File: src/rtl/cpu_pkg.sv
// Shared definitions for the MIPS pipeline: bus widths, opcode/func encodings,
// ALU operation bit positions and the decode-to-execute bus layout.
package cpu_pkg;

    localparam int FS_TO_DS_BUS_W = 64;
    localparam int BR_BUS_W       = 33;
    localparam int DS_TO_ES_BUS_W = 137;
    localparam int ALU_OP_W       = 12;

    localparam logic [5:0] OP_SPECIAL = 6'h00;
    localparam logic [5:0] OP_JAL     = 6'h03;
    localparam logic [5:0] OP_BEQ     = 6'h04;
    localparam logic [5:0] OP_BNE     = 6'h05;
    localparam logic [5:0] OP_ADDIU   = 6'h09;
    localparam logic [5:0] OP_ANDI    = 6'h0c;
    localparam logic [5:0] OP_ORI     = 6'h0d;
    localparam logic [5:0] OP_XORI    = 6'h0e;
    localparam logic [5:0] OP_LUI     = 6'h0f;
    localparam logic [5:0] OP_LW      = 6'h23;
    localparam logic [5:0] OP_SW      = 6'h2b;

    localparam logic [5:0] FN_SLL  = 6'h00;
    localparam logic [5:0] FN_SRL  = 6'h02;
    localparam logic [5:0] FN_SRA  = 6'h03;
    localparam logic [5:0] FN_JR   = 6'h08;
    localparam logic [5:0] FN_ADDU = 6'h21;
    localparam logic [5:0] FN_SUBU = 6'h23;
    localparam logic [5:0] FN_AND  = 6'h24;
    localparam logic [5:0] FN_OR   = 6'h25;
    localparam logic [5:0] FN_XOR  = 6'h26;
    localparam logic [5:0] FN_NOR  = 6'h27;
    localparam logic [5:0] FN_SLT  = 6'h2a;
    localparam logic [5:0] FN_SLTU = 6'h2b;

    localparam int ALU_ADD  = 0;
    localparam int ALU_SUB  = 1;
    localparam int ALU_SLT  = 2;
    localparam int ALU_SLTU = 3;
    localparam int ALU_AND  = 4;
    localparam int ALU_NOR  = 5;
    localparam int ALU_OR   = 6;
    localparam int ALU_XOR  = 7;
    localparam int ALU_SLL  = 8;
    localparam int ALU_SRL  = 9;
    localparam int ALU_SRA  = 10;
    localparam int ALU_LUI  = 11;

    // Field order is MSB first and must total DS_TO_ES_BUS_W bits.
    typedef struct packed {
        logic [ALU_OP_W-1:0] alu_op;
        logic                src1_is_sa;
        logic                src1_is_pc;
        logic                src2_is_imm;
        logic                src2_is_zimm;
        logic                src2_is_8;
        logic                load_op;
        logic                mem_we;
        logic                rf_we;
        logic [4:0]          rf_waddr;
        logic [15:0]         imm;
        logic [31:0]         rs_val;
        logic [31:0]         rt_val;
        logic [31:0]         pc;
    } ds_to_es_t;

endpackage

File: src/rtl/byp_mux.sv
// Per-operand forwarding selector: picks the youngest matching producer and
// flags a hazard when that producer's result is not yet available.
module byp_mux #(
    parameter int NUM_BYP = 3,
    parameter int BYP_EN  = 1
) (
    input  logic [4:0]            src,
    input  logic                  used,
    input  logic [31:0]           rf_data,
    input  logic [NUM_BYP-1:0]    byp_valid,
    input  logic [NUM_BYP-1:0]    byp_we,
    input  logic [5*NUM_BYP-1:0]  byp_waddr,
    input  logic [32*NUM_BYP-1:0] byp_wdata,
    input  logic [NUM_BYP-1:0]    byp_data_ok,
    output logic [31:0]           value,
    output logic                  hazard
);

    logic [NUM_BYP-1:0] match;
    logic               hit;
    logic               sel_ok;
    logic [31:0]        sel_data;

    genvar gi;
    generate
        for (gi = 0; gi < NUM_BYP; gi++) begin : g_match
            assign match[gi] = byp_valid[gi] & byp_we[gi]
                             & (byp_waddr[5*gi +: 5] == src) & (src != 5'd0);
        end
    endgenerate

    // Scan oldest to youngest so the lowest index wins.
    always_comb begin
        hit      = 1'b0;
        sel_ok   = 1'b0;
        sel_data = 32'd0;
        for (int i = NUM_BYP - 1; i >= 0; i--) begin
            if (match[i]) begin
                hit      = 1'b1;
                sel_ok   = byp_data_ok[i];
                sel_data = byp_wdata[32*i +: 32];
            end
        end
    end

    assign value  = ((BYP_EN != 0) && hit) ? sel_data : rf_data;
    assign hazard = used & hit & ((BYP_EN != 0) ? ~sel_ok : 1'b1);

endmodule

File: src/rtl/decoder_6_64.sv
// One-hot decoder from a 6-bit field to 64 select lines.
module decoder_6_64 (
    input  logic [5:0]  in,
    output logic [63:0] out
);

    genvar gi;
    generate
        for (gi = 0; gi < 64; gi++) begin : g_dec
            assign out[gi] = (in == 6'(gi));
        end
    endgenerate

endmodule

File: src/rtl/id_stage_bypass.sv
// Decode stage with operand forwarding, load-use interlock, flush, branch
// resolution and a saturating stall-cycle counter.
module id_stage_bypass
    import cpu_pkg::*;
#(
    parameter int NUM_BYP     = 3,
    parameter int BYP_EN      = 1,
    parameter int STALL_CNT_W = 32
) (
    input  logic                      clk,
    input  logic                      reset,
    input  logic                      es_allowin,
    output logic                      ds_allowin,
    input  logic                      fs_to_ds_valid,
    input  logic [FS_TO_DS_BUS_W-1:0] fs_to_ds_bus,
    input  logic                      flush,
    output logic [BR_BUS_W-1:0]       br_bus,
    output logic                      ds_to_es_valid,
    output logic [DS_TO_ES_BUS_W-1:0] ds_to_es_bus,
    output logic [4:0]                rs_addr,
    output logic [4:0]                rt_addr,
    input  logic [31:0]               rs_data,
    input  logic [31:0]               rt_data,
    input  logic [NUM_BYP-1:0]        byp_valid,
    input  logic [NUM_BYP-1:0]        byp_we,
    input  logic [5*NUM_BYP-1:0]      byp_waddr,
    input  logic [32*NUM_BYP-1:0]     byp_wdata,
    input  logic [NUM_BYP-1:0]        byp_data_ok,
    output logic [STALL_CNT_W-1:0]    stall_cycles
);

    logic                      ds_valid_reg;
    logic [FS_TO_DS_BUS_W-1:0] ds_bus_reg;
    logic [STALL_CNT_W-1:0]    stall_cnt_reg;

    logic [31:0] ds_pc, ds_inst, pc4, rs_val, rt_val;
    logic [5:0]  op, fn;
    logic [4:0]  rs, rt, rd, dest;
    logic [15:0] imm;
    logic [63:0] op_d, fn_d;
    logic        unused_decode;

    logic inst_addu, inst_subu, inst_slt, inst_sltu, inst_and, inst_or;
    logic inst_xor, inst_nor, inst_sll, inst_srl, inst_sra, inst_jr;
    logic inst_addiu, inst_lw, inst_sw, inst_beq, inst_bne, inst_jal;
    logic inst_lui, inst_andi, inst_ori, inst_xori, inst_known, special;
    logic [ALU_OP_W-1:0] alu_op;
    logic uses_rs, uses_rt, rs_hazard, rt_hazard, hazard, ds_ready_go;
    logic rf_we, br_taken, rs_eq_rt;
    logic [31:0] br_target;
    ds_to_es_t   ds_out;

    assign ds_pc   = ds_bus_reg[63:32];
    assign ds_inst = ds_bus_reg[31:0];
    assign op      = ds_inst[31:26];
    assign rs      = ds_inst[25:21];
    assign rt      = ds_inst[20:16];
    assign rd      = ds_inst[15:11];
    assign fn      = ds_inst[5:0];
    assign imm     = ds_inst[15:0];

    decoder_6_64 u_op_dec (.in(op), .out(op_d));
    decoder_6_64 u_fn_dec (.in(fn), .out(fn_d));
    assign unused_decode = &{1'b0, op_d, fn_d};

    assign special    = op_d[OP_SPECIAL];
    assign inst_addu  = special & fn_d[FN_ADDU];
    assign inst_subu  = special & fn_d[FN_SUBU];
    assign inst_slt   = special & fn_d[FN_SLT];
    assign inst_sltu  = special & fn_d[FN_SLTU];
    assign inst_and   = special & fn_d[FN_AND];
    assign inst_or    = special & fn_d[FN_OR];
    assign inst_xor   = special & fn_d[FN_XOR];
    assign inst_nor   = special & fn_d[FN_NOR];
    assign inst_sll   = special & fn_d[FN_SLL];
    assign inst_srl   = special & fn_d[FN_SRL];
    assign inst_sra   = special & fn_d[FN_SRA];
    assign inst_jr    = special & fn_d[FN_JR];
    assign inst_addiu = op_d[OP_ADDIU];
    assign inst_lw    = op_d[OP_LW];
    assign inst_sw    = op_d[OP_SW];
    assign inst_beq   = op_d[OP_BEQ];
    assign inst_bne   = op_d[OP_BNE];
    assign inst_jal   = op_d[OP_JAL];
    assign inst_lui   = op_d[OP_LUI];
    assign inst_andi  = op_d[OP_ANDI];
    assign inst_ori   = op_d[OP_ORI];
    assign inst_xori  = op_d[OP_XORI];

    assign inst_known = inst_addu | inst_subu | inst_slt | inst_sltu | inst_and | inst_or
                      | inst_xor | inst_nor | inst_sll | inst_srl | inst_sra | inst_jr
                      | inst_addiu | inst_lw | inst_sw | inst_beq | inst_bne | inst_jal
                      | inst_lui | inst_andi | inst_ori | inst_xori;

    assign alu_op[ALU_ADD]  = inst_addu | inst_addiu | inst_lw | inst_sw | inst_jal;
    assign alu_op[ALU_SUB]  = inst_subu;
    assign alu_op[ALU_SLT]  = inst_slt;
    assign alu_op[ALU_SLTU] = inst_sltu;
    assign alu_op[ALU_AND]  = inst_and | inst_andi;
    assign alu_op[ALU_NOR]  = inst_nor;
    assign alu_op[ALU_OR]   = inst_or | inst_ori;
    assign alu_op[ALU_XOR]  = inst_xor | inst_xori;
    assign alu_op[ALU_SLL]  = inst_sll;
    assign alu_op[ALU_SRL]  = inst_srl;
    assign alu_op[ALU_SRA]  = inst_sra;
    assign alu_op[ALU_LUI]  = inst_lui;

    assign dest  = inst_jal ? 5'd31
                 : (inst_addiu | inst_lw | inst_lui | inst_andi | inst_ori | inst_xori) ? rt
                 : rd;
    assign rf_we = inst_known & ~(inst_sw | inst_beq | inst_bne | inst_jr);

    assign uses_rs = inst_known & ~(inst_jal | inst_lui | inst_sll | inst_srl | inst_sra);
    assign uses_rt = inst_addu | inst_subu | inst_slt | inst_sltu | inst_and | inst_or
                   | inst_xor | inst_nor | inst_sll | inst_srl | inst_sra
                   | inst_beq | inst_bne | inst_sw;

    assign rs_addr = rs;
    assign rt_addr = rt;

    byp_mux #(.NUM_BYP(NUM_BYP), .BYP_EN(BYP_EN)) u_rs_mux (
        .src(rs), .used(uses_rs), .rf_data(rs_data),
        .byp_valid(byp_valid), .byp_we(byp_we), .byp_waddr(byp_waddr),
        .byp_wdata(byp_wdata), .byp_data_ok(byp_data_ok),
        .value(rs_val), .hazard(rs_hazard)
    );

    byp_mux #(.NUM_BYP(NUM_BYP), .BYP_EN(BYP_EN)) u_rt_mux (
        .src(rt), .used(uses_rt), .rf_data(rt_data),
        .byp_valid(byp_valid), .byp_we(byp_we), .byp_waddr(byp_waddr),
        .byp_wdata(byp_wdata), .byp_data_ok(byp_data_ok),
        .value(rt_val), .hazard(rt_hazard)
    );

    assign hazard         = rs_hazard | rt_hazard;
    assign ds_ready_go    = ~hazard;
    assign ds_allowin     = ~ds_valid_reg | (ds_ready_go & es_allowin);
    assign ds_to_es_valid = ds_valid_reg & ds_ready_go & ~flush;

    // Branches resolve only in the cycle the instruction moves into execute.
    assign pc4      = ds_pc + 32'd4;
    assign rs_eq_rt = (rs_val == rt_val);
    assign br_taken = ds_to_es_valid & es_allowin
                    & ((inst_beq & rs_eq_rt) | (inst_bne & ~rs_eq_rt) | inst_jal | inst_jr);

    always_comb begin
        br_target = 32'd0;
        if (br_taken) begin
            if (inst_jr)
                br_target = rs_val;
            else if (inst_jal)
                br_target = {pc4[31:28], ds_inst[25:0], 2'b00};
            else
                br_target = pc4 + {{14{imm[15]}}, imm, 2'b00};
        end
    end

    assign br_bus = {br_taken, br_target};

    always_comb begin
        ds_out              = '0;
        ds_out.alu_op       = alu_op;
        ds_out.src1_is_sa   = inst_sll | inst_srl | inst_sra;
        ds_out.src1_is_pc   = inst_jal;
        ds_out.src2_is_imm  = inst_addiu | inst_lw | inst_sw | inst_lui;
        ds_out.src2_is_zimm = inst_andi | inst_ori | inst_xori;
        ds_out.src2_is_8    = inst_jal;
        ds_out.load_op      = inst_lw;
        ds_out.mem_we       = inst_sw;
        ds_out.rf_we        = rf_we;
        ds_out.rf_waddr     = inst_known ? dest : 5'd0;
        ds_out.imm          = imm;
        ds_out.rs_val       = rs_val;
        ds_out.rt_val       = rt_val;
        ds_out.pc           = ds_pc;
    end

    assign ds_to_es_bus = ds_out;
    assign stall_cycles = stall_cnt_reg;

    always_ff @(posedge clk or posedge reset) begin
        if (reset) begin
            ds_valid_reg  <= 1'b0;
            ds_bus_reg    <= '0;
            stall_cnt_reg <= '0;
        end else begin
            if (flush)
                ds_valid_reg <= 1'b0;
            else if (ds_allowin)
                ds_valid_reg <= fs_to_ds_valid;
            if (ds_allowin && fs_to_ds_valid && !flush)
                ds_bus_reg <= fs_to_ds_bus;
            if (ds_valid_reg && hazard && !flush && !(&stall_cnt_reg))
                stall_cnt_reg <= stall_cnt_reg + STALL_CNT_W'(1);
        end
    end

endmodule

File: config.mk
export PLATFORM = sky130hd
export DESIGN_NAME = id_stage_bypass
export DESIGN_NICKNAME = d
export VERILOG_FILES = /design/src/rtl/cpu_pkg.sv /design/src/rtl/byp_mux.sv /design/src/rtl/decoder_6_64.sv /design/src/rtl/id_stage_bypass.sv
export SDC_FILE = /design/constraint.sdc
export NUM_CORES = 1
export LEC_CHECK = 0
export ABC_AREA = 1
export ABC_CLOCK_PERIOD_IN_PS = 11600
export CELL_PAD_IN_SITES_DETAIL_PLACEMENT = 0
export CELL_PAD_IN_SITES_GLOBAL_PLACEMENT = 1
export CORE_ASPECT_RATIO = 1.1
export CORE_MARGIN = 5
export CORE_UTILIZATION = 34
export CTS_BUF_LIST = sky130_fd_sc_hd__clkbuf_2
export DETAILED_ROUTE_END_ITERATION = 10
export PLACE_DENSITY = 0.87
export RECOVER_POWER = 100
export REMOVE_ABC_BUFFERS = 1
export SETUP_SLACK_MARGIN = 0.15
export SLEW_MARGIN = 25
export SYNTH_ARGS = -nofsm -noshare
export SYNTH_HDL_FRONTEND = slang
export SYNTH_SLANG_ARGS = --single-unit
export TNS_END_PERCENT = 20
File: constraint.sdc
create_clock -name clk -period 11.6 [get_ports clk]
set_input_delay 1.74 -clock clk [delete_from_list [all_inputs] [get_ports clk]]
set_output_delay 1.74 -clock clk [all_outputs]
set_load 0.005 [all_outputs]
==> results of run 1 <==
[power groups by stage]
stage	combinational [W]	clock [W]	sequential, W
floorplan	0.000481	0	0.000432
global placement	0.000909	0	0.000461
detailed placement	0.000908	0	0.000461
CTS	0.000914	0.000187	0.000455
global route	0.000976	0.000196	0.000462
finish	0.000883	0.000176	0.000453
[logic make-up after synthesis]
group	count (synthesis)
buf+inv	505
flops	97
compound gates	281
fa+ha+maj	32
simple gates	1271
xor+xnor	81
[layer usage]
layer,global-route usage,vias to the layer above,wire [microns]
met2,0.475,642,29700
met5,0,-,15
met3,0.0517,114,4460
met1,0.339,7143,25000
li1,-,7779,-
met4,0.0980,2,2200
[layout by cell type (no fill, tap or decap), types with 4 or more instances in the layout]
cell type / n
nand2_1: 709
inv_1: 321
clkdlybuf4s50_1: 288
nand3_1: 215
dlygate4sd3_1: 178
nor2_1: 165
o21ai_0: 145
a21oi_1: 104
dfrtp_1: 97
nand4_1: 52
xor2_1: 43
xnor2_1: 37
nor3_1: 34
ha_1: 31
nor2_2: 25
inv_2: 21
nand3b_1: 17
or2_2: 13
nor4_1: 10
clkbuf_2: 9
nand3_2: 8
diode_2: 7
nor2_4: 7
buf_4: 7
clkinv_1: 6
a21o_1: 5
nand2_2: 4
clkbuf_1: 4
[worst max-delay path, stage by stage]
cell	delay, ps
dlygate4sd3_1	620
inv_1	70
nand2_1	60
nand2_1	50
nor2_1	80
nand2_1	60
nor2_1	1960
buf_4	630
nand2_1	130
nand4_1	140
nand2_1	210
nor3_1	740
nand2_2	380
buf_4	350
nor2_1	230
clkdlybuf4s50_1	560
[path summary, 6_finish.rpt]
path / end / start / slack, ps
min reg2reg: stall_cycles[24] / stall_cycles[24] / 550
max: br_bus[27] / byp_waddr[1] / 1800
max reg2reg: ds_bus_reg[48] / ds_bus_reg[30] / 3200
max in group asynchronous: ds_bus_reg[58] / reset / 6120
min: stall_cycles[24] / stall_cycles[24] / 550
min in group asynchronous: ds_bus_reg[16] / reset / 1950
[through the flow]
step	setup slack, ps	hold WS (ps)	total power (W)
floorplan	5120	495	0.000914
global placement	3020	510	0.00137
detailed placement	2920	516	0.00137
CTS	2920	556	0.00156
global route	1390	569	0.00163
finish	1800	545	0.00151
[area by class of cell]
class	instances	area (sq um)	area share
Multi-Input combinational cell	1665	8210	0.471
Timing Repair Buffer	477	4730	0.271
Inverter	349	1310	0.0753
Tap cell	500	626	0.0359
Clock inverter	6	66.3	0.00380
Antenna cell	7	17.5	0.00100
Clock buffer	9	45.0	0.00258
Sequential cell	97	2430	0.139
==> impl_metrics.toml, run 1 <==
[finish]
stdcell_area_sq_um = 17400
nFillCells = 4087
final_nets = 2884
largest_register_ff_count = 64
drive_above_1_share = 0.0419
final_cells = 3110
syn2layout_area_growth_pct = 32.7
utilization = 0.457

[floorplanning]
die_y_microns = 216
core.rowCount = 75
start_util = 0.344
design.core.area_sq_um = 38200
die_w_microns = 197
io_pins = 467
dieArea_sq_um = 42700

[drt]
firstDrtPassIters = 5
wl_per_cell_microns = 19.7
viasPerCell = 5.04
routed_wl_microns = 61400
ant_nets = 0
num_vias = 15700
drc_errors = 0
first_iter_violations = 1003

[power_and_ir_drop]
p_switching_w = 0.000726
leakagePower_nw = 9.13
clkPwrFrac = 0.117
seqPwrFrac = 0.300
sw_frac_of_total = 0.480
power.density_nw_per_um2 = 86.8
combPwrFrac = 0.584
ir_worst_vdd_v = 0.0000693
power.internal_w = 0.000787

[global_routing]
grt_max_degree = 94
grt_usage = 0.274
antenna_found_initial = 7
grt_pass1_wl_microns = 91100
grt.overflow.total = 0
grt_pass1_vias = 15100

[logic_synthesis]
synth_mux_area_frac = 0
synthSimpleGateAreaFrac = 0.435
synth_edf_count = 0
synth.area.top_cells = "nand2_1, dfrtp_1, inv_1"
netlist_area_sq_um = 13100
yosysWarnings = 0
yosysMostFrequentCell = "nand2_1"
synth_top_cell_area_share = 0.203
ys_seq_area_frac = 0.185
ys_top_cells_by_count = "nand2_1, inv_1, nand3_1"
synth_top_family_by_area = "simple AND/OR/NAND/NOR gates"
synthArstFlopShare = 1.00
yosysUniqueCellTypes = 53
synth.avg_cell_area_sq_um = 5.80
synth_compound_area_frac = 0.114
synthXorXnorAreaFrac = 0.0546
syn_inst = 2267
synth_flop_cell = "dfrtp_1"
ys_ff_latch = 97
synth_area_leader_cell = "nand2_1"
synth_fa_ha_area_frac = 0.0310

[place]
dpl_cell_area_sq_um = 17500
hpwl_microns = 49900
port_buffers = 466
gp_congestion = 0.961
placed_cells = 3088

[timing]
hold_viol = 0
max_slew_margin = -1.11
fin_tns_setup_ps = 0
setup_viol = 0
tightest_slew_ps = 3160
finClkSkew_ps = 72.7
post-route-period-util = 0.845
fin_crit_ps = 9800
fmax_ghz = 0.102
rsz0062_at_grt = "no"
maxSlewViolCount = 286

[critical_path]
setup.worst_path.start_class = "input pin"
critPathKind = "input pin to output pin"
worstPathArrival_ps = 8060
reg2reg_depth = 12
worst_setup_path_end_kind = "output pin"
crit_path_max_fanout = 35
cp.required_ps = 9860

[clocking]
cts_root_buffer = "clkbuf_2"
path_clk_slew_ps = 260
clk_path_buf_depth = 2
cts_num_sinks = 97
cts_buffers = 9
h-tree-depth = 3
cts_resized = 0
clk_latency_ps = 670
cts_setup_buffers = 0
holdBufCountCts = 0
cts_tree = "done"

[run_status]
status = "finished, violations left"
violations = "max-capacitance violations, max-slew violations"

[hold_path]
min_delay_path_depth = 1
worstHoldPathType = "flip-flop to flip-flop"

[job]
cap_violations = 5
Power figures use the tool's default switching activity.
==> inputs of run 2 (changes only) <==
--- a/config.mk
+++ b/config.mk
@@ -6,15 +6,15 @@
 export NUM_CORES = 1
 export LEC_CHECK = 0
 export ABC_AREA = 1
-export ABC_CLOCK_PERIOD_IN_PS = 11600
+export ABC_CLOCK_PERIOD_IN_PS = 9000
 export CELL_PAD_IN_SITES_DETAIL_PLACEMENT = 0
 export CELL_PAD_IN_SITES_GLOBAL_PLACEMENT = 1
 export CORE_ASPECT_RATIO = 1.1
 export CORE_MARGIN = 5
-export CORE_UTILIZATION = 34
+export CORE_UTILIZATION = 28
 export CTS_BUF_LIST = sky130_fd_sc_hd__clkbuf_2
 export DETAILED_ROUTE_END_ITERATION = 10
-export PLACE_DENSITY = 0.87
+export PLACE_DENSITY = 0.77
 export RECOVER_POWER = 100
 export REMOVE_ABC_BUFFERS = 1
 export SETUP_SLACK_MARGIN = 0.15
==> constraint.sdc (replaced) <==
create_clock -name clk -period 9 [get_ports clk]
set_input_delay 1.35 -clock clk [delete_from_list [all_inputs] [get_ports clk]]
set_output_delay 1.35 -clock clk [all_outputs]
set_load 0.005 [all_outputs]
==> impl_metrics.toml, run 2 (synthesized netlist as in run 1, its figures left out) <==
[timing]
post-route-period-util = 0.871
finClkSkew_ps = 41.9
rsz0062_at_grt = "no"
tightest_slew_ps = 3540
fmax_ghz = 0.128
fin_tns_setup_ps = 0
hold_viol = 0
maxSlewViolCount = 158
max_slew_margin = -1.36
fin_crit_ps = 7840
setup_viol = 0

[clocking]
cts_buffers = 9
cts_tree = "done"
cts_num_sinks = 97
cts_root_buffer = "clkbuf_2"
cts_setup_buffers = 0
path_clk_slew_ps = 270
holdBufCountCts = 0
cts_resized = 0
clk_latency_ps = 640
h-tree-depth = 3
clk_path_buf_depth = 2

[place]
gp_congestion = 0.924
hpwl_microns = 51400
dpl_cell_area_sq_um = 17600
port_buffers = 466

[critical_path]
critPathKind = "input pin to output pin"
worst_setup_path_end_kind = "output pin"
cp.required_ps = 7650
worstPathArrival_ps = 6490
crit_path_max_fanout = 62
reg2reg_depth = 15
setup.worst_path.start_class = "input pin"

[finish]
final_common_cell = "nand2_1"
nFillCells = 5099
syn2layout_area_growth_pct = 33.8
stdcell_area_sq_um = 17600
final_nets = 2889
final_cell_mix = "nand2_1, inv_1, clkdlybuf4s50_1"
largest_register_ff_count = 64
drive_above_1_share = 0.0445

[drt]
firstDrtPassIters = 5
wl_per_cell_microns = 19.7
first_iter_violations = 1162
top_layer_used = "met5"
ant_nets = 0
routed_wl_microns = 63200
met2_length_microns = 30000
drc_errors = 0
wl_met3_microns = 4490
viasPerCell = 4.89
num_vias = 15700
wirelength_met1_microns = 26500

[global_routing]
grt_usage = 0.233
grt_max_degree = 92
grt.overflow.total = 0
grt_pass1_wl_microns = 93800
grt_pass1_vias = 15400
antenna_found_initial = 10

[floorplanning]
die_w_microns = 217
start_util = 0.282
die_y_microns = 237
io_pins = 467
design.core.area_sq_um = 46500
dieArea_sq_um = 51400
core.rowCount = 83

[power_and_ir_drop]
power.density_nw_per_um2 = 111
total_power_w = 0.00195
ir_worst_vdd_v = 0.0000871
leakagePower_nw = 9.14

[hold_path]
min_delay_path_depth = 1
worstHoldPathType = "flip-flop to flip-flop"

[run_status]
status = "finished, violations left"
violations = "max-capacitance violations, max-slew violations"

[job]
cap_violations = 2
==> run 2: cell count changes in the layout (fill, tap and decap cells not counted), sizes merged <==
| cell | previous run | this run |
|---|---|---|
| bufinv | 1 | 0 |
| clkbuf | 13 | 14 |
| buf | 7 | 12 |
| diode | 7 | 6 |
| dlygate4sd3 | 178 | 176 |
| clkinvlp | 1 | 3 |
| clkdlybuf4s50 | 288 | 290 |
| clkinv | 9 | 8 |
==> run 2: critical path, cell delays in order <==
cell           delay [ps]
dlygate4sd3_1         580
inv_1                  90
a21oi_1                60
nand2_1               140
nor2_4                120
nand2_8               330
clkinvlp_2            920
nand2_1               250
nand3_1               130
nand3b_1              210
nand2_1                90
nand2_1               160
nand2_1                80
nor2_1                 90
nand2_1                50
nor2_1                110
nand2_1                60
nand2_1                60
nand3_2                90
nand2_2               760
nor2_1                110
dlygate4sd3_1         610
==> run 2: where the power goes <==
part	switching (W)	internal [W]	total (W)	leakage, nW
clock network	0.000160	0.0000384	0.000199	0.0580
registers	0.0000978	0.000482	0.000580	1.24
logic	0.000706	0.000469	0.00118	7.84
total	0.000964	0.000990	0.00195	9.14
==> run 2: final timing paths <==
kind                            slack (ps)                to              from
worst min-delay path                   540  stall_cycles[24]  stall_cycles[24]
min in group asynchronous             1430   stall_cycles[3]             reset
worst max register to register        2720    ds_bus_reg[61]    ds_bus_reg[23]
worst max-delay path                  1160        br_bus[31]      byp_waddr[9]
worst min register to register         540  stall_cycles[24]  stall_cycles[24]
max in group asynchronous             3620    ds_bus_reg[48]             reset
==> run 2: final cells by class <==
type	instances	area, sq um	share of cell area
Tap cell	595	744	0.0423
Timing Repair Buffer	482	4770	0.271
Inverter	349	1310	0.0747
Clock buffer	10	50.0	0.00285
Antenna cell	6	15.0	0.000854
Multi-Input combinational cell	1665	8220	0.468
Sequential cell	97	2430	0.138
Clock inverter	6	41.3	0.00235
==> run 2: through the flow <==
| step | std cells | utilization | hold slack (ps) | setup slack, ps |
|---|---|---|---|---|
| 2_1_floorplan | 2111 | - | 495 | 2780 |
| 3_3_place_gp | 3188 | 0.379 | 510 | 1470 |
| 3_5_place_dp | 3188 | 0.379 | 515 | 1840 |
| 4_1_cts | 3204 | 0.381 | 549 | 1580 |
| 5_1_grt | 3208 | 0.378 | 568 | 749 |
| 6_report | 3210 | 0.378 | 541 | 1160 |
==> run 2: per-layer routing <==
metal | up-vias | track usage
met5 | - | 0
met4 | 2 | 0.0798
met3 | 102 | 0.0465
li1 | 7785 | -
met2 | 614 | 0.401
met1 | 7200 | 0.293
==> edit, RTL diff (config.mk and constraints of run 2) <==
`NUM_BYP` is set to 3 in 2 places; all go to 6.
--- a/src/rtl/byp_mux.sv
+++ b/src/rtl/byp_mux.sv
@@ -1,7 +1,7 @@
 // Per-operand forwarding selector: picks the youngest matching producer and
 // flags a hazard when that producer's result is not yet available.
 module byp_mux #(
-    parameter int NUM_BYP = 3,
+    parameter int NUM_BYP = 6,
     parameter int BYP_EN  = 1
 ) (
     input  logic [4:0]            src,
--- a/src/rtl/id_stage_bypass.sv
+++ b/src/rtl/id_stage_bypass.sv
@@ -3,7 +3,7 @@
 module id_stage_bypass
     import cpu_pkg::*;
 #(
-    parameter int NUM_BYP     = 3,
+    parameter int NUM_BYP     = 6,
     parameter int BYP_EN      = 1,
     parameter int STALL_CNT_W = 32
 ) (
Interface: changed (5 resized); port bits go from 467 to 587. No check against the original RTL was run, so the function may have changed too.
==> edit against run 2 <==
  * The run still ends with capacitance limit, slew limit left
  * Wire length up 45%
  * Synthesized cell count is 27% higher
  * Final area up 23%
  * Synthesized area rose by 19%
  * Sequential cell count did not move
  * Total power rose by 19%
  * Worst setup slack lost 0.20 ns
  * Largest power group unchanged
  * Maximum frequency down 2.5%
  * Critical path type is now reg -> out
  * Clock skew up 0.022 ns
==> edit: results (changes against run 2) <==
violation count after the first detailed-route iteration 1682 (+45%); Worst R2R Path Depth 17 (+2); worst supply voltage drop on vdd 0.0001057 V (+21%); Hold Crit Endpoint stall_cycles[3]; failing checks capacitance limit, slew limit; port bufs 586 (+26%); half-perimeter wire length of the detailed placement result 73820 um (+44%); proportion of synthesized chip area in sequential cells 15.53% (-2.9 points); global-route wire length before repair 131500 um (+40%); total of max-cap violations 2 (unchanged); critical path peak fanout 36 (-42%); r2r setup slk 1.92 ns (-0.80 ns); via count of the first global-routing pass 19040 (+24%); headroom to the max-slew limit -154.7% (-19 points); initial antenna violation count 22 (+12); cells taking the most area after synthesis nand2_1 (24%), dfrtp_1 (16%), inv_1 (9.1%); launch instance of the worst min-delay path stall_cycles[3]; iteration count of the initial detailed-routing pass 6 (+1); maximum number of pins on one net before global-route repair 105 (+14%); leakage component of the power 10.94 nW (+20%); final net count 3718 (+29%); worst min path class reg -> reg; GP Congestion 0.9608 (+4.0%); fraction of final layout cells with drive strength greater than 1 4.822% (+0.38 points); filler instances 6143 (+20%); setup clock skew after layout 0.06382 ns (+0.02191 ns); max reg flops 64 (unchanged); post-DR vias/cell 4.899 (+0.14%); outcome finished with violations; RR Startpoint ds_bus_reg[20]; clock transition at the registers of the reported paths 0.34 ns (+0.07 ns); clock latency at the later pin of the worst-skew pair 0.72 ns (+0.08 ns); pre-CTS setup slack 1.459 ns (-0.3799 ns); top post-synthesis cells by count nand2_1 (1017), inv_1 (380), nor2_1 (230), nand3_1 (221), o21ai_0 (181); GR Util All Layers 28.57% (+5.2 points); count of unique library cells instantiated by Yosys 60 (+13%); count of final max-slew check failures 174 (+10%); arrival time at the worst endpoint 6.70 ns (+0.21 ns); endpoint of the most critical register-to-register path ds_bus_reg[52]; Total Wirelength 91630 um (+45%)
edit: critical path: stages, from the launching register on:
cell and delay (ns):
dfrtp_1 0.40, clkbuf_1 0.95, inv_4 0.16, nand2_1 0.18, nor2_4 0.09, nor2_1 0.38, nand2_4 0.41, inv_4 0.48
o21ai_0 0.16, a21oi_1 0.17, nor2_1 0.07, o221ai_1 0.39, o211ai_1 0.19, nand2_1 0.37, nor3b_1 0.11, buf_4 0.18
nand2_4 0.12, buf_4 0.42, nor2_2 0.06, dlygate4sd3_1 0.59
edit: cells by family after synthesis:
group                      synth area share, %
and+or+nand+nor                          44.48
buffers and inverters                    17.55
adders and majority gates                2.610
DFF                                      15.53
AOI/OAI and AO/OA                        15.01
xor gates and xnor gates                 4.763
muxes                                  0.06404
edit: through the flow:
step	cell area [um^2]	hold WS [ns]	instances	total power [W]
finish	21600	0.5175	4066	0.002334
global route	21600	0.5395	4064	0.002517
CTS	21640	0.5266	4054	0.002385
detailed placement	21520	0.4983	4038	0.002125
global placement	21500	0.4945	4037	0.002143
floorplan	14460	0.4842	2686	0.001309
edit: how the worst max path moves through the flow:
stage | startpoint | to | slack (ns) | cells after the start
after CTS | ds_bus_reg[18] | br_bus[0] | 1.34 | 24
final | ds_bus_reg[20] | br_bus[29] | 0.95 | 19
after global placement | byp_waddr[15] | br_bus[1] | 1.55 | 23
after detailed placement | byp_we[3] | br_bus[0] | 1.46 | 29
after global routing | ds_bus_reg[20] | br_bus[29] | 0.52 | 28
after floorplan | byp_waddr[11] | br_bus[0] | 2.58 | 20
edit: where the power goes:
group          switching, W  internal [W]
clock network      0.000177     0.0000700
registers         0.0000947      0.000485
logic              0.000907      0.000600
total               0.00118       0.00116
edit: routing by layer:
layer | track usage, % | wire, um | vias to the layer above
met3 | 7.032 | 7705 | 116
met4 | 8.548 | 2588 | 16
met2 | 47.85 | 42780 | 868
met1 | 36.54 | 38450 | 9098
met5 | 0 | 109 | -
li1 | - | - | 9820
edit: cell type report:
type                            count  area [um^2]  share of cell area [%]
Multi-Input combinational cell   2173        10440                   48.34
Timing Repair Buffer              616         6082                   28.15
Sequential cell                    97         2427                   11.24
Inverter                          416         1573                   7.280
Tap cell                          736        920.9                   4.262
Clock inverter                      6        77.57                  0.3591
Clock buffer                       10        50.05                  0.2317
Antenna cell                       12        30.03                  0.1390
